[config.mk]
export PLATFORM = sky130hd
export DESIGN_NAME = ddr_reset_sequencer
export DESIGN_NICKNAME = d
export VERILOG_FILES = /design/src/rtl/ddr_reset_sequencer.sv
export SDC_FILE = /design/constraint.sdc
export NUM_CORES = 1
export LEC_CHECK = 0
export ABC_AREA = 0
export ABC_CLOCK_PERIOD_IN_PS = 2000
export CAP_MARGIN = 10
export CORE_ASPECT_RATIO = 0.5
export CORE_MARGIN = 3
export CORE_UTILIZATION = 30
export DETAILED_ROUTE_END_ITERATION = 6
export PLACE_DENSITY = 0.51
export SKIP_LAST_GASP = 1
export SLEW_MARGIN = 40
export SYNTH_ARGS = -nofsm -noshare
export SYNTH_HDL_FRONTEND = slang
export SYNTH_SLANG_ARGS = --single-unit
export TNS_END_PERCENT = 1
[constraint.sdc]
create_clock -name clk -period 2 [get_ports clk]
set_input_delay 0.4 -clock clk [delete_from_list [all_inputs] [get_ports clk]]
set_output_delay 0.4 -clock clk [all_outputs]
set_load 0.05 [all_outputs]
[src/rtl/ddr_reset_sequencer.sv]
// Per-channel DDR reset sequencer: synchronizes an external reset, stretches it,
// then supervises calibration with an optional timeout and automatic retry.
module ddr_reset_sequencer #(
  parameter int CHANNELS      = 1,
  parameter int HOLD_CYCLES   = 16,
  parameter int CALIB_TIMEOUT = 1000000,
  parameter int AUTO_RETRY    = 0
) (
  input  logic                clk,
  input  logic                resetn,
  input  logic [CHANNELS-1:0] ddr_reset_in,
  input  logic [CHANNELS-1:0] calib_complete,
  output logic [CHANNELS-1:0] ddr_resetn_out,
  output logic [CHANNELS-1:0] ready,
  output logic [CHANNELS-1:0] fail,
  output logic                all_ready,
  output logic                zero
);

  localparam int HW = $clog2(HOLD_CYCLES + 1);
  localparam int TW = (CALIB_TIMEOUT > 0) ? $clog2(CALIB_TIMEOUT + 1) : 1;
  localparam logic [HW-1:0] HOLD_LOAD = HW'(HOLD_CYCLES - 1);
  localparam logic [TW-1:0] TO_LAST   = TW'((CALIB_TIMEOUT > 0) ? CALIB_TIMEOUT - 1 : 0);
  localparam bit            TO_EN     = (CALIB_TIMEOUT > 0);
  localparam bit            RETRY     = (AUTO_RETRY != 0);

  typedef enum logic [2:0] {
    S_RESET,
    S_HOLD,
    S_WAIT_CAL,
    S_READY,
    S_FAIL
  } state_t;

  for (genvar g = 0; g < CHANNELS; g++) begin : g_ch
    logic [1:0]    sync;
    logic          sync_rst;
    state_t        state;
    logic [HW-1:0] hold_cnt;
    logic [TW-1:0] to_cnt;
    logic          rstn_q;
    logic          ready_q;
    logic          fail_q;

    always_ff @(posedge clk or negedge resetn) begin
      if (!resetn) sync <= 2'b11;
      else         sync <= {sync[0], ddr_reset_in[g]};
    end

    assign sync_rst = sync[1];

    // Output flags are updated on the same edge as the state they describe,
    // so they are registered yet never lag the state by a cycle.
    always_ff @(posedge clk or negedge resetn) begin
      if (!resetn) begin
        state    <= S_RESET;
        hold_cnt <= '0;
        to_cnt   <= '0;
        rstn_q   <= 1'b0;
        ready_q  <= 1'b0;
        fail_q   <= 1'b0;
      end else if (sync_rst) begin
        state    <= S_RESET;
        hold_cnt <= '0;
        to_cnt   <= '0;
        rstn_q   <= 1'b0;
        ready_q  <= 1'b0;
      end else begin
        case (state)
          S_RESET: begin
            state    <= S_HOLD;
            hold_cnt <= HOLD_LOAD;
          end
          S_HOLD: begin
            if (hold_cnt == '0) begin
              state  <= S_WAIT_CAL;
              to_cnt <= '0;
              rstn_q <= 1'b1;
            end else begin
              hold_cnt <= hold_cnt - 1'b1;
            end
          end
          S_WAIT_CAL: begin
            if (calib_complete[g]) begin
              state   <= S_READY;
              ready_q <= 1'b1;
              fail_q  <= 1'b0;
            end else if (TO_EN && to_cnt == TO_LAST) begin
              state  <= S_FAIL;
              fail_q <= 1'b1;
              rstn_q <= 1'b0;
            end else if (to_cnt != '1) begin
              to_cnt <= to_cnt + 1'b1;
            end
          end
          S_READY: begin
            if (!calib_complete[g]) begin
              state   <= S_WAIT_CAL;
              to_cnt  <= '0;
              ready_q <= 1'b0;
            end
          end
          S_FAIL: begin
            if (RETRY) begin
              state    <= S_HOLD;
              hold_cnt <= HOLD_LOAD;
            end
          end
          default: begin
            state   <= S_RESET;
            rstn_q  <= 1'b0;
            ready_q <= 1'b0;
          end
        endcase
      end
    end

    assign ddr_resetn_out[g] = rstn_q;
    assign ready[g]          = ready_q;
    assign fail[g]           = fail_q;
  end

  assign all_ready = &ready;
  assign zero      = 1'b0;

endmodule

==> results of run 1 <==
[synth_stat cells, types with 5 or more instances]
| library cell | instances |
|---|---|
| sky130_fd_sc_hd__dfrtp_1 | 31 |
| sky130_fd_sc_hd__a31oi_1 | 23 |
| sky130_fd_sc_hd__nand2_1 | 16 |
| sky130_fd_sc_hd__nor2_1 | 16 |
| sky130_fd_sc_hd__inv_1 | 13 |
| sky130_fd_sc_hd__clkbuf_1 | 11 |
| sky130_fd_sc_hd__nand3_1 | 11 |
| sky130_fd_sc_hd__nand4_1 | 11 |
| sky130_fd_sc_hd__o21ai_0 | 10 |
| sky130_fd_sc_hd__a21oi_1 | 9 |
| sky130_fd_sc_hd__a211oi_1 | 5 |
| sky130_fd_sc_hd__nand2b_1 | 5 |
| sky130_fd_sc_hd__nor3_1 | 5 |
[layout by cell type (no fill, tap or decap), types with 2 or more instances in the layout]
master                            instances
sky130_fd_sc_hd__a2bb2oi_1                2
sky130_fd_sc_hd__ha_1                     2
sky130_fd_sc_hd__o31a_1                   3
sky130_fd_sc_hd__a31oi_1                 23
sky130_fd_sc_hd__and4_1                   2
sky130_fd_sc_hd__nor3b_1                  2
sky130_fd_sc_hd__a21oi_1                  9
sky130_fd_sc_hd__nand3_1                 11
sky130_fd_sc_hd__dfrtp_1                 30
sky130_fd_sc_hd__a211oi_1                 4
sky130_fd_sc_hd__clkbuf_1                 2
sky130_fd_sc_hd__nand4_1                 11
sky130_fd_sc_hd__o21a_1                   3
sky130_fd_sc_hd__nand2b_1                 5
sky130_fd_sc_hd__a41oi_1                  3
sky130_fd_sc_hd__nor4_1                   3
sky130_fd_sc_hd__or4_1                    2
sky130_fd_sc_hd__nor3_1                   5
sky130_fd_sc_hd__nand2_1                 16
sky130_fd_sc_hd__buf_4                   47
sky130_fd_sc_hd__clkdlybuf4s50_1          7
sky130_fd_sc_hd__and3_1                   3
sky130_fd_sc_hd__inv_1                   13
sky130_fd_sc_hd__dfstp_2                  2
sky130_fd_sc_hd__nor4b_2                  2
sky130_fd_sc_hd__o21ai_0                 10
sky130_fd_sc_hd__nor2_1                  16
sky130_fd_sc_hd__clkbuf_16                5
sky130_fd_sc_hd__o211ai_1                 3
[layer usage]
| layer | global-route usage [%] | up-vias |
|---|---|---|
| li1 | - | 925 |
| met1 | 20.7 | 922 |
| met2 | 23.2 | 46 |
| met3 | 2.42 | 7 |
| met4 | 4.85 | 0 |
| met5 | 0 | - |
[worst paths after layout]
path                                        start            endpoint  slack [ns]  depth (start not counted)
worst max-delay path            g_ch[0].to_cnt[0]  g_ch[0].to_cnt[11]       0.008                          7
worst min-delay path              g_ch[0].sync[0]     g_ch[0].sync[1]        0.35                          0
worst max register to register  g_ch[0].to_cnt[0]  g_ch[0].to_cnt[11]       0.008                          7
worst min register to register    g_ch[0].sync[0]     g_ch[0].sync[1]        0.35                          0
max in group asynchronous                  resetn     g_ch[0].sync[0]        1.12                          2
min in group asynchronous                  resetn  g_ch[0].to_cnt[18]        0.54                          2
[sequential cells by signal, summed over array words and instances (netlist names)]
name            count
ddr_resetn_out      1
g_ch.to_cnt        20
fail                1
all_ready           1
g_ch.sync           2
g_ch.hold_cnt       5
g_ch.state          3
[power breakdown]
group	switching [uW]	internal (uW)
clock network	277	496
registers	36.3	705
logic	188	136
total	501	1340
[through the flow]
stage	TNS, ns	instances
after floorplan	0	222
after CTS	0	355
after global placement	-0.000392	347
final	0	355
after detailed placement	-0.542	347
after global routing	-1.27	355
[worst register-to-register path, cell delays in order, from the launching register on]
cell and delay (ns):
sky130_fd_sc_hd__dfrtp_1 0.38, sky130_fd_sc_hd__ha_1 0.25, sky130_fd_sc_hd__and3_1 0.22, sky130_fd_sc_hd__nand3_1 0.17, sky130_fd_sc_hd__o22ai_4 0.14, sky130_fd_sc_hd__buf_4 0.15, sky130_fd_sc_hd__or4_1 0.50, sky130_fd_sc_hd__o211ai_1 0.11
[what timing repair did]
item	CTS	global route
endpoints found under the setup margin	17	22
resized for setup	3	1
pin swaps	1	0
[cell families (layout without fill, tap and decap cells)]
| family | count (synthesis) | count (layout) | share of synthesized area [%] |
|---|---|---|---|
| other | 1 | 1 | 0.192 |
| AND/OR/NAND/NOR | 85 | 85 | 24.0 |
| buffers and inverters | 30 | 75 | 6.73 |
| flip-flops | 33 | 33 | 42.4 |
| adder cells (fa/ha/maj) | 2 | 2 | 1.28 |
| AO/OA/AOI/OAI | 69 | 69 | 24.1 |
| multiplexers | 2 | 2 | 1.28 |
[layout make-up]
class	count	area, sq um
flip-flops and latches	33	830
inverters	13	48.8
multi-input cells	159	1020
clock buffers	8	146
well taps	88	110
repair buffers	54	423
fillers	609	3600
==> out/qor.tcl, run 1 <==
set qor(finish.utilization_pct) 41.7
set qor(worst_path_max_stage_delay_ns) 0.50
set qor(synthesis.nets) 228
set qor(detailed_place.area_sq_um) 2410
set qor(drive_gt1_share_pct) 24.7
set qor(avgSynthCellArea_sq_um) 8.80
set qor(critical_path_required_ns) 2.19
set qor(path_max_fanout) 4
set qor(dp_hpwl_mm) 3.87
set qor(detail_route.iter0.violations) 135
set qor(syn_to_final_growth_pct) 31.9
set qor(power.density_cell_area_nw_per_um2) 714
set qor(ys_top_cells_by_area) {sky130_fd_sc_hd__dfrtp_1, sky130_fd_sc_hd__a31oi_1, sky130_fd_sc_hd__nand4_1}
set qor(post-route-drc-count) 0
set qor(via_per_inst) 5.35
set qor(floorplan.die.height_um) 63.1
set qor(worst-path-buf-inv) 1
set qor(worstPathArrival_ns) 2.18
set qor(setup_slack_ns) 0.00754
set qor(via_count_of_the_first_global_routing_pass) 1797
set qor(max_cap_viol_count) 0
set qor(power_leakage_uw) 0.00106
set qor(clk_root_buffer_cell) {sky130_fd_sc_hd__clkbuf_16}
set qor(ys_types) 46
set qor(crit_family) {simple AND/OR/NAND/NOR gates}
set qor(final_design_area_no_fill_sq_um) 2580
set qor(finish.net_count) 272
set qor(worst_ir_drop_vdd_mv) 0.310
set qor(count_of_pins_on_the_block_boundary) 9
set qor(final_min_period_over_clock_period_pct) 99.6
set qor(detailroute.wirelength.met3_um) 209
set qor(cts-buffers-inserted) 5
set qor(post-synth-top-area-fraction_pct) 39.7
set qor(core_region_area_sq_um) 6180
set qor(number_of_buffers_inserted_by_hold_repair_at_cts) 0
set qor(routedWlPerCell_um) 14.9
set qor(grt_overflow_total) 0
set qor(synth_async_sr_flop_share_pct) 100
set qor(synth_enable_flop_cells) 0
set qor(met1_length_mm) 2.69
set qor(yosys_warnings) 0
set qor(outcome) {finished clean}
set qor(netlist_instances) 222
set qor(post_synthesis_sequential_element_count) 33
set qor(die_area_sq_um) 7570
set qor(antenna_found_initial) 0
set qor(relSlewSlack_pct) 66.4
set qor(cts_htree_levels) 2
set qor(setup_repair_after_global_routing_missed_its_margin) {yes}
set qor(num_vias) 1900
set qor(worst_skew_pair.late_latency_ns) 0.28
set qor(floorplan.rows) 20
set qor(dp_worst_setup_slack_ns) -0.0559
set qor(synth_top_cell_by_area) {sky130_fd_sc_hd__dfrtp_1}
set qor(critical_path_class) {flop to flop}
set qor(cts_setup_buffers) 0
set qor(die_width_um) 120
set qor(wl_met2_mm) 2.31
set qor(setup.worst_path.start_class) {flop}
set qor(diodes) 0
set qor(io_buffers) 7
set qor(clkSinkCount) 33
set qor(cts-root-to-sink-buffers) 2
set qor(groute.usage.overall_pct) 14.7
set qor(timing.hold.worst.class) {flop to flop}
set qor(dr.pass1.iters) 4
set qor(fin_hold_ws_ns) 0.354
set qor(top_signal_layer_used) {met4}
set qor(postSynth.topFlopCell) {sky130_fd_sc_hd__dfrtp_1}
set qor(fmax_mhz) 502
set qor(ant_nets) 0
set qor(detail_route.wirelength_mm) 5.28
set qor(clock_tree_from_tritoncts) {done}
set qor(gp_congestion) 0.867
set qor(hold_violations) 0
set qor(finalMaxSlewViolations) 0
set qor(initial_core_util_pct) 31.6
set qor(clock-skew-final_ns) 0.00482
set qor(finalSetupViolations) 0
set qor(netlist_area_sq_um) 1950
set qor(timing_worst_slew_pin_value_ns) 0.502
set qor(worstSetupEndpointType) {flop}
set qor(worst_path_cell_chain) {ha_1 > and3_1 > nand3_1 > o22ai_4 > buf_4 > or4_1 > o211ai_1}
set qor(grt_pass1_wl_mm) 8.98
set qor(period_minus_slack_ns) 1.99
set qor(grt_start_max_net_pins) 34
set qor(report.power.total_uw) 1840
set qor(worst_setup_hold_path_clk_slew_ns) 0.05
set qor(yosysSeqAreaShare_pct) 42.4
set qor(worst_path_max_delay_cell) {sky130_fd_sc_hd__or4_1}
No activity file was read; power rests on OpenSTA's default activity.
==> run 2, diff against run 1 <==
- CORE_UTILIZATION: 30 -> 25
- PLACE_DENSITY: 0.51 -> 0.45
==> run 2 against run 1 <==
Against the previous run: non-clock buffer count is 3 higher; critical path depth stayed put; sequential share of layout area is 1.3 points lower; hold slack worse by 0.0072 ns; die area is 18% higher; via count is 1.4% lower; maximum frequency is 0.34% lower; global-route usage is 1.7 points lower; core utilization is 5.7 points lower; register-to-register slack hardly changed.
==> out/qor.tcl, run 2 (synthesis results as in run 1) <==
set qor(drive_gt1_share_pct) 27.0 ;# +2.3 points
set qor(diodes) 0 ;# unchanged
set qor(critical_path_required_ns) 2.16 ;# -0.03 ns
set qor(die_area_sq_um) 8970 ;# +18%
set qor(via_count_of_the_first_global_routing_pass) 1815 ;# +1.0%
set qor(worstSetupEndpointType) {flop}
set qor(grt_start_max_net_pins) 34 ;# unchanged
set qor(clock_tree_from_tritoncts) {done}
set qor(cts-root-to-sink-buffers) 2 ;# unchanged
set qor(largest_reg_flops) 20 ;# unchanged
set qor(grt_overflow_total) 0 ;# unchanged
set qor(final_design_area_no_fill_sq_um) 2690 ;# +4.3%
set qor(num-fill-cells) 781 ;# +28%
set qor(detail_route.iter0.violations) 119 ;# -12%
set qor(io_buffers) 7 ;# unchanged
set qor(setup_slack_ns) 0.000683 ;# -0.00686 ns
set qor(final_min_period_over_clock_period_pct) 100 ;# +0.34 points
set qor(gp_congestion) 0.839 ;# -3.2%
set qor(crit_family) {simple AND/OR/NAND/NOR gates}
set qor(register_area_sq_um) 831 ;# +0.15%
set qor(dp_worst_setup_slack_ns) -0.0548 ;# +0.00118 ns
set qor(finalSetupViolations) 0 ;# unchanged
set qor(num_vias) 1873 ;# -1.4%
set qor(syn_to_final_growth_pct) 37.6
set qor(clk_root_buffer_cell) {sky130_fd_sc_hd__clkbuf_16}
set qor(setup.worst_path.start_class) {flop}
set qor(finish.net_count) 275 ;# +1.1%
set qor(antenna_found_initial) 0 ;# unchanged
set qor(cts-buffers-inserted) 5 ;# unchanged
set qor(setup_repair_after_global_routing_missed_its_margin) {yes}
set qor(dp_hpwl_mm) 3.87 ;# -0.12%
set qor(post-route-drc-count) 0 ;# unchanged
set qor(path_max_fanout) 6 ;# +2
set qor(detailed_place.area_sq_um) 2460 ;# +2.2%
set qor(multi_input_area_sq_um) 1020 ;# +0.61%
set qor(worst_skew_pair.late_latency_ns) 0.28 ;# about the same
set qor(timing.hold.worst.class) {flop to flop}
set qor(worst_path_cell_chain) {nor4b_1 > nand4_1 > buf_4 > buf_4 > or2_2 > o21ai_0 > a211oi_1}
set qor(via_per_inst) 4.96 ;# -7.4%
set qor(clock-skew-final_ns) 0.00609 ;# +0.00127 ns
set qor(finalMaxSlewViolations) 0 ;# unchanged
set qor(routedWlPerCell_um) 14.4 ;# -3.5%
set qor(worst_ir_drop_vdd_mv) 0.305 ;# -1.7%
set qor(power_leakage_uw) 0.00110 ;# +3.1%
set qor(hold_violations) 0 ;# unchanged
set qor(crit_path_top_cell_by_count) {sky130_fd_sc_hd__buf_4}
set qor(detail_route.wirelength_mm) 5.43 ;# +2.7%
set qor(clkSinkCount) 33 ;# unchanged
set qor(fmax_mhz) 500 ;# -0.34%
set qor(critical_path_class) {flop to flop}
set qor(period_minus_slack_ns) 2.00 ;# +0.00686 ns
set qor(layout.cells.most_common_list) {sky130_fd_sc_hd__buf_4, sky130_fd_sc_hd__dfrtp_1, sky130_fd_sc_hd__a31oi_1, sky130_fd_sc_hd__nor2_1, sky130_fd_sc_hd__nand2_1}
set qor(worst_path_max_delay_cell) {sky130_fd_sc_hd__dfrtp_2}
set qor(power.density_cell_area_nw_per_um2) 776 ;# +8.7%
set qor(worst_path_max_stage_delay_ns) 0.46 ;# -0.04 ns
set qor(worst-path-buf-inv) 2 ;# +1
set qor(regMostFlops) {g_ch.to_cnt}
set qor(groute.usage.overall_pct) 13.0 ;# -1.7 points
set qor(dr.pass1.iters) 4 ;# unchanged
set qor(min_path_cells) 0 ;# unchanged
set qor(max_cap_viol_count) 0 ;# unchanged
set qor(floorplan.rows) 22 ;# +10%
set qor(report.power.total_uw) 2090 ;# +13%
set qor(count_of_pins_on_the_block_boundary) 9 ;# unchanged
set qor(die_width_um) 131 ;# +9.1%
set qor(worstRegToRegCells) 7 ;# unchanged
set qor(floorplan.die.height_um) 68.5 ;# +8.6%
set qor(worst_setup_hold_path_clk_slew_ns) 0.06 ;# about the same
set qor(outcome) {finished clean}
set qor(layout_commonest_cell) {sky130_fd_sc_hd__buf_4}
set qor(worstPathArrival_ns) 2.16 ;# -0.02 ns
set qor(initial_core_util_pct) 26.2 ;# -5.4 points
set qor(relSlewSlack_pct) 67.5 ;# +1.0 points
set qor(layout_top_registers) {g_ch.to_cnt (20), g_ch.hold_cnt (5), g_ch.state (3)}
set qor(grt_pass1_wl_mm) 9.05 ;# +0.77%
set qor(core_region_area_sq_um) 7460 ;# +21%
set qor(ant_nets) 0 ;# unchanged
set qor(count_of_cell_instances_traversed_by_the_critical_path) 7 ;# unchanged
set qor(timing_worst_slew_pin_value_ns) 0.476 ;# -0.0261 ns
set qor(cts_htree_levels) 2 ;# unchanged
[run 2: area by class of cell]
cell class | instances | area share (%)
Sequential cell | 33 | 30.9
Inverter | 13 | 1.82
Multi-Input combinational cell | 159 | 38.1
Clock inverter | 3 | 2.42
Timing Repair Buffer | 57 | 17.0
Tap cell | 108 | 5.03
Clock buffer | 5 | 4.66
[run 2: power by group]
group          switching (uW)  internal, uW
sequential               34.8           705
combinational             191           147
clock                     297           712
[run 2: worst paths after layout]
| check | from | endpoint | slack [ns] |
|---|---|---|---|
| min in group asynchronous | resetn | g_ch[0].to_cnt[18] | 0.53 |
| worst min-delay path | g_ch[0].sync[0] | g_ch[0].sync[1] | 0.35 |
| worst max-delay path | g_ch[0].to_cnt[6] | g_ch[0].state[1] | 0.0007 |
| max in group asynchronous | resetn | g_ch[0].sync[0] | 1.11 |
| worst max register to register | g_ch[0].to_cnt[6] | g_ch[0].state[1] | 0.0007 |
| worst min register to register | g_ch[0].sync[0] | g_ch[0].sync[1] | 0.35 |
[run 2: metal layers]
layer,part of all wire (%),GRT usage (%)
met1,51,18.1
met4,1.1,4.10
met3,4.4,2.31
met5,0,0
met2,44,20.9
[run 2: stage by stage]
stage          TNS, ns  cells  util [%]  hold WS (ns)
2_1_floorplan        0    222         -         0.104
3_3_place_gp    -0.219    369      33.0         0.346
3_5_place_dp    -0.168    369      33.0         0.347
4_1_cts              0    378      35.8         0.348
5_1_grt         -0.162    378      36.0         0.359
6_report             0    378      36.0         0.347
[run 2: repair_timing]
| item | in CTS | in global routing |
|---|---|---|
| cloned | 0 | 0 |
| setup endpoints to repair | 3 | 6 |
| buffers inserted | 1 | 0 |
| hold buffers | 0 | 0 |
| endpoints found under the hold margin | 0 | 0 |
| gates resized for setup | 3 | 3 |
| pin swaps | 1 | 0 |
==> run 3, diff against run 2 <==
- GPL_TIMING_DRIVEN: not set -> 0
- MAX_ROUTING_LAYER: not set -> met4
==> run 3 against run 2 <==
Against the previous run: the run now ends with negative setup slack left; sequential power increased by 0.9%; clock skew about the same; power decreased by 14%; via count decreased by 5.1%; sequential share of layout area increased by 3.3 points; count of clock-buffer cells in the layout increased by 3; critical path depth unchanged; setup slack got worse by 0.054 ns; critical path type unchanged; largest power group is now registers.
==> out/qor.tcl, run 3 (synthesis results as in run 1) <==
set qor(timing.hold.worst.class) {primary input to async pin}
set qor(worst_setup_hold_path_clk_slew_ns) 0.05 ;# about the same
set qor(routedWlPerCell_um) 14.9 ;# +4.1%
set qor(floorplan.die.height_um) 68.5 ;# unchanged
set qor(final_min_period_over_clock_period_pct) 103 ;# +2.7 points
set qor(worstPathArrival_ns) 2.21 ;# +0.05 ns
set qor(dp_hpwl_mm) 3.57 ;# -7.6%
set qor(core_region_area_sq_um) 7460 ;# unchanged
set qor(path_max_fanout) 10 ;# +4
set qor(diodes) 0 ;# unchanged
set qor(grt_overflow_total) 0 ;# unchanged
set qor(finalMaxSlewViolations) 0 ;# unchanged
set qor(layout_top_registers) {g_ch.to_cnt (20), g_ch.hold_cnt (5), g_ch.state (3)}
set qor(hold_violations) 0 ;# unchanged
set qor(setup.worst_path.start_class) {flop}
set qor(largest_reg_flops) 20 ;# unchanged
set qor(setup_repair_after_global_routing_missed_its_margin) {yes}
set qor(reg2reg_from) {g_ch[0].to_cnt[8]}
set qor(clock_tree_from_tritoncts) {done}
set qor(power.density_cell_area_nw_per_um2) 736 ;# -5.2%
set qor(reg2reg_setup_slack_ns) -0.05 ;# -0.05 ns
set qor(floorplan.rows) 22 ;# unchanged
set qor(relSlewSlack_pct) 66.6 ;# -0.85 points
set qor(clkSinkCount) 33 ;# unchanged
set qor(grt_start_max_net_pins) 22 ;# -35%
set qor(die_width_um) 131 ;# unchanged
set qor(outcome) {finished, violations left}
set qor(via_per_inst) 5.09 ;# +2.8%
set qor(cts-buffers-inserted) 5 ;# unchanged
set qor(drive_gt1_share_pct) 19.9 ;# -7.1 points
set qor(count_of_pins_on_the_block_boundary) 9 ;# unchanged
set qor(failed_checks) {negative setup slack}
set qor(timing_worst_slew_pin_value_ns) 0.498 ;# +0.0221 ns
set qor(report.power.total_uw) 1800 ;# -14%
set qor(max_cap_viol_count) 0 ;# unchanged
set qor(ant_nets) 0 ;# unchanged
set qor(cts_htree_levels) 2 ;# unchanged
set qor(fmax_mhz) 487 ;# -2.6%
set qor(worstRegToRegCells) 7 ;# unchanged
set qor(regMostFlops) {g_ch.to_cnt}
set qor(grt_pass1_wl_mm) 8.74 ;# -3.4%
set qor(antenna_found_initial) 0 ;# unchanged
set qor(finish.net_count) 246 ;# -11%
set qor(layout.cells.most_common_list) {sky130_fd_sc_hd__dfrtp_1, sky130_fd_sc_hd__a31oi_1, sky130_fd_sc_hd__nor2_1, sky130_fd_sc_hd__nand2_1, sky130_fd_sc_hd__inv_1}
set qor(initial_core_util_pct) 26.2 ;# unchanged
set qor(critical_path_class) {flop to flop}
set qor(setup-tns-final_ns) -0.0533 ;# -0.0533 ns
set qor(clk_root_buffer_cell) {sky130_fd_sc_hd__clkbuf_16}
set qor(via_count_of_the_first_global_routing_pass) 1682 ;# -7.3%
set qor(setup_slack_ns) -0.0533 ;# -0.0539 ns
set qor(die_area_sq_um) 8970 ;# unchanged
set qor(syn_to_final_growth_pct) 25.0
set qor(groute.usage.overall_pct) 12.8 ;# -0.23 points
set qor(io_buffers) 7 ;# unchanged
set qor(layout_commonest_cell) {sky130_fd_sc_hd__dfrtp_1}
set qor(post-route-drc-count) 0 ;# unchanged
set qor(detailed_place.area_sq_um) 2190 ;# -11%
set qor(worstSetupEndpointType) {flop}
set qor(worst_skew_pair.late_latency_ns) 0.27 ;# about the same
set qor(gp_congestion) 0.869 ;# +3.5%
set qor(period_minus_slack_ns) 2.05 ;# +0.0539 ns
set qor(number_of_buffers_inserted_by_hold_repair_at_cts) 0 ;# unchanged
set qor(finish.utilization_pct) 32.7 ;# -3.3 points
set qor(num_vias) 1778 ;# -5.1%
set qor(detail_route.wirelength_mm) 5.22 ;# -3.9%
set qor(finalSetupViolations) 1 ;# +1
set qor(worst_ir_drop_vdd_mv) 0.337 ;# +10%
set qor(critical_path_required_ns) 2.16 ;# about the same
set qor(cts-root-to-sink-buffers) 2 ;# unchanged
set qor(clock-skew-final_ns) 0.00584 ;# -0.000243 ns
set qor(crit-reg2reg-capture) {g_ch[0].to_cnt[0]}
set qor(dr.pass1.iters) 4 ;# unchanged
set qor(fin_hold_ws_ns) 0.0291 ;# -0.318 ns
set qor(power_leakage_uw) 0.000901 ;# -18%
set qor(detail_route.iter0.violations) 157 ;# +32%
set qor(final_design_area_no_fill_sq_um) 2440 ;# -9.1%
[run 3: changes by cell type in the layout (fill, tap and decap cells not counted), sizes merged]
cell,before,now
buf,50,11
bufinv,2,0
clkbuf,5,19
clkdlybuf4s50,7,6
clkinv,1,0
[run 3: worst max path at each step]
| stage | startpoint | to | slack [ns] | cells after the start |
|---|---|---|---|---|
| 2_1_floorplan | g_ch[0].to_cnt[0] | g_ch[0].to_cnt[0] | 0.04 | 7 |
| 6_report | g_ch[0].to_cnt[8] | g_ch[0].to_cnt[0] | -0.05 | 7 |
| 3_3_place_gp | g_ch[0].to_cnt[0] | g_ch[0].to_cnt[5] | -0.34 | 7 |
| 5_1_grt | g_ch[0].state[2] | g_ch[0].to_cnt[18] | -0.12 | 7 |
| 4_1_cts | g_ch[0].to_cnt[0] | g_ch[0].to_cnt[5] | -0.1 | 7 |
| 3_5_place_dp | g_ch[0].to_cnt[0] | g_ch[0].to_cnt[5] | -0.35 | 7 |
[run 3: critical path, cell delays in order (launching register included)]
cell                       delay, ns
sky130_fd_sc_hd__dfrtp_1        0.31
sky130_fd_sc_hd__clkbuf_4       0.18
sky130_fd_sc_hd__nand4_1        0.16
sky130_fd_sc_hd__or4_4          0.60
sky130_fd_sc_hd__o22ai_4        0.13
sky130_fd_sc_hd__a21oi_2        0.08
sky130_fd_sc_hd__buf_6          0.17
sky130_fd_sc_hd__mux2_4         0.29
[run 3: layout make-up]
cell class	instances	area, sq um
Fill cell	782	5020
Multi-Input combinational cell	159	1070
Sequential cell	33	836
Clock buffer	8	136
Tap cell	108	135
Timing Repair Buffer	13	130
Buffer	15	86.3
Inverter	13	48.8
[run 3: where the power goes]
group          switching, uW  internal, uW  total (uW)  leakage [uW]
Clock                    272           463         735     0.0000652
Combinational            189           127         316      0.000402
Sequential              40.9           705         746      0.000434
Total                    502          1300        1800      0.000901
[run 3: metrics by stage]
step / cells / setup slack, ns
floorplan: 222 / 0.0396
global placement: 337 / -0.338
CTS: 348 / -0.0964
global route: 349 / -0.123
detailed placement: 338 / -0.346
finish: 349 / -0.0533
[run 3: timing repair]
| item | 4_1_cts | 5_1_grt |
|---|---|---|
| setup buffers | 2 | 3 |
| setup endpoints to repair | 20 | 24 |
| pin swaps | 2 | 1 |
| gates resized for setup | 6 | 21 |
[run 3: per-layer routing]
layer  global-route usage [%]  share of wire (%)  vias to the layer above
met5                        -                  0                        -
met3                     2.38                4.0                        7
met2                     19.9                 45                       36
met4                     3.59                1.2                        0
li1                         -                  -                      874
met1                     17.2                 50                      861
